**src/rtl/alu_issue.sv**
```systemverilog
// alu_issue: single-issue ALU sequencer with an 8x16 register file and flag register.
// Optional `ALU_ISSUE_R0_ZERO_EN makes R0 a constant zero by discarding writes to it.
module alu_issue (
    input  logic        clk,
    input  logic        rst,
    input  logic        flush,
    input  logic        instr_valid,
    output logic        instr_ready,
    input  logic [7:0]  instr_opcode,
    input  logic [7:0]  instr_ctrl,
    input  logic [2:0]  instr_rd,
    input  logic [2:0]  instr_rs1,
    input  logic [2:0]  instr_rs2,
    input  logic [15:0] instr_imm,
    input  logic        instr_use_imm,
    input  logic        instr_wr_en,
    input  logic        instr_flags_en,
    output logic [15:0] alu_x,
    output logic [15:0] alu_y,
    output logic [7:0]  alu_opcode,
    output logic [7:0]  alu_ctrl,
    input  logic [15:0] alu_r,
    input  logic [6:0]  alu_flags,
    output logic [6:0]  cpsr,
    output logic        wb_valid,
    output logic [2:0]  wb_rd,
    output logic [15:0] wb_data,
    input  logic [2:0]  dbg_addr,
    output logic [15:0] dbg_data
);
    typedef enum logic [1:0] {IDLE, READ, EXEC, WB} state_t;
    state_t      state;
    logic [15:0] regs [8];
    logic [7:0]  op_q, ctrl_q;
    logic [2:0]  rd_q, rs1_q, rs2_q;
    logic [15:0] imm_q, res_q;
    logic        use_imm_q, wr_en_q, flags_en_q;
    logic [6:0]  flg_q;
    logic        wr_ok;
`ifdef ALU_ISSUE_R0_ZERO_EN
    // R0 is never written, so its reset value keeps every read path at zero
    assign wr_ok = wr_en_q && rd_q != 3'd0;
`else
    assign wr_ok = wr_en_q;
`endif
    assign instr_ready = state == IDLE && !flush;
    assign dbg_data    = regs[dbg_addr];
    always_ff @(posedge clk or posedge rst) begin
        if (rst) begin
            state      <= IDLE;
            for (int i = 0; i < 8; i++) regs[i] <= '0;
            cpsr       <= '0;
            wb_valid   <= 1'b0;
            wb_rd      <= '0;
            wb_data    <= '0;
            alu_x      <= '0;
            alu_y      <= '0;
            alu_opcode <= '0;
            alu_ctrl   <= '0;
            op_q       <= '0;
            ctrl_q     <= '0;
            rd_q       <= '0;
            rs1_q      <= '0;
            rs2_q      <= '0;
            imm_q      <= '0;
            use_imm_q  <= 1'b0;
            wr_en_q    <= 1'b0;
            flags_en_q <= 1'b0;
            res_q      <= '0;
            flg_q      <= '0;
        end else if (flush) begin
            state    <= IDLE;
            wb_valid <= 1'b0;
        end else begin
            wb_valid <= 1'b0;
            case (state)
                IDLE: if (instr_valid) begin
                    op_q       <= instr_opcode;
                    ctrl_q     <= instr_ctrl;
                    rd_q       <= instr_rd;
                    rs1_q      <= instr_rs1;
                    rs2_q      <= instr_rs2;
                    imm_q      <= instr_imm;
                    use_imm_q  <= instr_use_imm;
                    wr_en_q    <= instr_wr_en;
                    flags_en_q <= instr_flags_en;
                    state      <= READ;
                end
                READ: begin
                    alu_x      <= regs[rs1_q];
                    alu_y      <= use_imm_q ? imm_q : regs[rs2_q];
                    alu_opcode <= op_q;
                    alu_ctrl   <= ctrl_q;
                    state      <= EXEC;
                end
                EXEC: begin
                    res_q <= alu_r;
                    flg_q <= alu_flags;
                    state <= WB;
                end
                WB: begin
                    if (wr_ok) regs[rd_q] <= res_q;
                    if (flags_en_q) cpsr <= flg_q;
                    wb_valid <= 1'b1;
                    wb_rd    <= rd_q;
                    wb_data  <= res_q;
                    state    <= IDLE;
                end
            endcase
        end
    end
endmodule

```
**config.mk**
```make
export PLATFORM = sky130hd
export DESIGN_NAME = alu_issue
export DESIGN_NICKNAME = d
export VERILOG_FILES = /design/src/rtl/alu_issue.sv
export SDC_FILE = /design/constraint.sdc
export NUM_CORES = 1
export LEC_CHECK = 0
export ABC_AREA = 1
export CORE_MARGIN = 4
export CORE_UTILIZATION = 40
export DETAILED_ROUTE_END_ITERATION = 12
export SYNTH_ARGS = -nofsm -noshare
export SYNTH_HDL_FRONTEND = slang
export SYNTH_SLANG_ARGS = --single-unit
```
**constraint.sdc**
```tcl
create_clock -name clk -period 11.5 [get_ports clk]
set_clock_uncertainty 0.05 [all_clocks]
set_input_delay 1.15 -clock clk [delete_from_list [all_inputs] [get_ports clk]]
set_output_delay 1.15 -clock clk [all_outputs]
set_load 0.02 [all_outputs]
```
==> run_results.csv <==
group,metric,value,unit
worst_setup_path,worstSetupPathType,"in2out",
logic_synthesis,yosysUniqueCellTypes,27,
floorplanning,rows,67,
clocking,cts_made_buffers,34,
global_routing,grt_use_total,0.224,
drt,drt.antenna.violating_nets,0,
cells_and_area,n_fill_cell,3229,
power,p_leak,0.00739,µW
worst_setup_path,r2r-start,"rs2_q[2]",
cells_and_area,layout.cells.non_filler,2279,
logic_synthesis,ys_ff_latch,272,
clocking,cts_max_level,2,
drt,drtIter0Drc,1255,
clocking,ctsHoldBuffers,0,
logic_synthesis,netlist_area,0.0135,mm²
logic_synthesis,ys_seq_area_frac,0.502,
cells_and_area,diodes,0,
global_routing,grt-ovfl-total,0,
worst_hold_path,min_to,"alu_opcode[0]",
clocking,cts_tree,"yes",
timing,period_share,0.435,
timing,slew_headroom,0.172,
placed_design,dp_cells,2218,
timing,finalMaxSlewViolations,0,
worst_setup_path,cp-end-kind,"output pin",
floorplanning,fp.dieArea,0.0369,mm²
worst_setup_path,reg2regPathDepth,6,
clocking,clk_pin_slew_worst_paths,0.06,ns
placed_design,globalplace.congestion,0.827,
logic_synthesis,synth_area_per_cell,7.95,µm²
logic_synthesis,synthCells,1703,
worst_setup_path,arrival,3.81,ns
cells_and_area,multi_input_area,0.00573,mm²
worst_setup_path,start_kind,"primary input",
cells_and_area,regArea,0.00681,mm²
worst_hold_path,hold_depth,2,
placed_design,placed_cell_area,0.0154,mm²
power,finalPower,4410,µW
cells_and_area,layout_commonest_cell,"nand2_1",
timing,worst_slew_pin_slew,1.23,ns
logic_synthesis,synth_warnings,0,
timing,finalSetupTns,0,ns
clocking,cts.path.max_buffers,3,
placed_design,hpwl,25000,µm
timing,final-hold-violation-count,0,
floorplanning,core-area,0.0334,mm²
floorplanning,dieWidth,192,µm
floorplanning,initial_core_util,0.405,
worst_setup_path,worstPathRequired,10.30,ns
drt,num_vias,12100,
power,max-vdd-ir-drop,117,µV
worst_setup_path,rr_endpoint,"alu_y[2]",
worst_setup_path,critical_path.max_fanout,51,
floorplanning,io_pins,166,
cells_and_area,layout_common_cells,"nand2_1 (455), dfrtp_1 (269), o21ai_0 (259), clkdlybuf4s50_1 (164), nand3_1 (162)",
worst_hold_path,min-delay-start,"op_q[0]",
global_routing,grt_pass1_wl,65200,µm
status,status,"completed",
worst_hold_path,hp-class,"reg2reg",
floorplanning,die_h,192,µm
placed_design,portBuffers,165,
global_routing,antenna_found_initial,2,
worst_setup_path,r2r_slack,8.10,ns
drt,dr.pass1.iters,6,
timing,fin_ws,6.49,ns
clocking,clk_latency,0.50,ns
drt,routed_via_density,5.30,
clocking,cts_root_buf,"clkbuf_16",
drt,wl_per_cell,18.3,µm
timing,fmax,200,MHz
clocking,cts.sinks,272,
logic_synthesis,syn-num-nets,1781,
global_routing,grt_max_degree,131,
drt,drcViolationCount,0,
clocking,cts-resized-gates,0,
cells_and_area,drive_gt1_frac,0.0748,
cells_and_area,design_area,0.0165,mm²
timing,period_needed,5.01,ns
placed_design,pre_cts_ws,6.49,ns
drt,drt_wl_total,41600,µm
cells_and_area,syn_to_final_growth,21.7,%
timing,rsz0062_at_grt,"no",
flow_run,maxCapViolCount,0,
timing,finalSetupViolations,0,
power,power_density,267,mW/mm²
clocking,cts_setup_buffers,0,
global_routing,grt_pass1_vias,11500,
cells_and_area,fin_nets,1884,
## registers in the layout, indices dropped and copies added (netlist names), 2 cells and up
signal / count
ctrl_q: 8
regs: 128
rs2_q: 3
wb_data: 16
wb_rd: 3
alu_opcode: 8
state: 2
alu_x: 16
cpsr: 7
op_q: 8
flg_q: 7
imm_q: 16
rs1_q: 3
res_q: 16
alu_y: 16
rd_q: 3
alu_ctrl: 8
## through the flow
step / utilization / hold slack, ns
2_1_floorplan: - / 0.386
3_3_place_gp: 0.460 / 0.393
3_5_place_dp: 0.460 / 0.401
4_1_cts: 0.493 / 0.415
5_1_grt: 0.493 / 0.428
6_report: 0.493 / 0.413
## synth_stat cells, drive strengths merged
| library cell | n | share of area |
|---|---|---|
| clkinv | 5 | 0.0014 |
| nand2 | 460 | 0.13 |
| ha | 4 | 0.0037 |
| nor2 | 91 | 0.026 |
| nor4 | 1 | 0.0016 |
| o211ai | 32 | 0.018 |
| o21a | 7 | 0.0039 |
| clkbuf | 60 | 0.018 |
| nor3 | 1 | 0.0012 |
| mux2 | 45 | 0.037 |
| o21ai | 265 | 0.098 |
| nand3 | 163 | 0.061 |
| inv | 118 | 0.033 |
| dfrtp | 272 | 0.50 |
| a21oi | 120 | 0.044 |
| buf | 59 | 0.023 |
## final cells by class
cell class / count / share of cell area
clock buffer: 56 / 0.0658
clock inverter: 5 / 0.00190
inverter: 123 / 0.0285
multi-input combinational: 1189 / 0.347
sequential: 272 / 0.413
tap: 448 / 0.0340
timing repair buffer: 186 / 0.109
## worst max-delay path by stage
stage / start / endpoint / slack, ns / cells past startpoint
floorplan: rst / alu_ctrl[0] / 2.80 / 1
global placement: dbg_addr[1] / dbg_data[1] / 6.52 / 8
detailed placement: dbg_addr[1] / dbg_data[1] / 6.49 / 8
CTS: dbg_addr[1] / dbg_data[1] / 6.49 / 8
global route: dbg_addr[1] / dbg_data[1] / 6.23 / 8
finish: dbg_addr[1] / dbg_data[1] / 6.49 / 8
## report_power, final
part / internal [µW] / switching [µW] / total (µW)
combinational: 669 / 1040 / 1710
clock: 643 / 404 / 1050
sequential: 1340 / 306 / 1650
total: 2650 / 1750 / 4410
## critical path: stages
cell,delay [ns]
clkdlybuf4s50_1,0.46
buf_4,0.48
inv_1,0.47
a21oi_1,0.21
o21ai_0,0.11
nand3_1,0.11
o21a_1,0.18
clkdlybuf4s50_1,0.62
## logic make-up (layout without fill, tap and decap cells)
logic type / Yosys count / count (layout) / share of synthesized area
adder cells (fa/ha/maj): 4 / 4 / 0.00369
multiplexers: 45 / 45 / 0.0374
AND/OR/NAND/NOR: 716 / 716 / 0.218
AO/OA/AOI/OAI: 424 / 424 / 0.164
buffers and inverters: 242 / 370 / 0.0749
flip-flops: 272 / 272 / 0.502
## metal layers
metal | wire (µm) | part of all wire | vias up | global-route usage
li1 | - | - | 5816 | -
met1 | 18700 | 0.45 | 5645 | 0.327
met4 | 993 | 0.024 | 4 | 0.0595
met5 | 27 | 0.00065 | - | 0
met2 | 17900 | 0.43 | 541 | 0.340
met3 | 3980 | 0.095 | 69 | 0.0467
(Power assumes the default switching activity.)
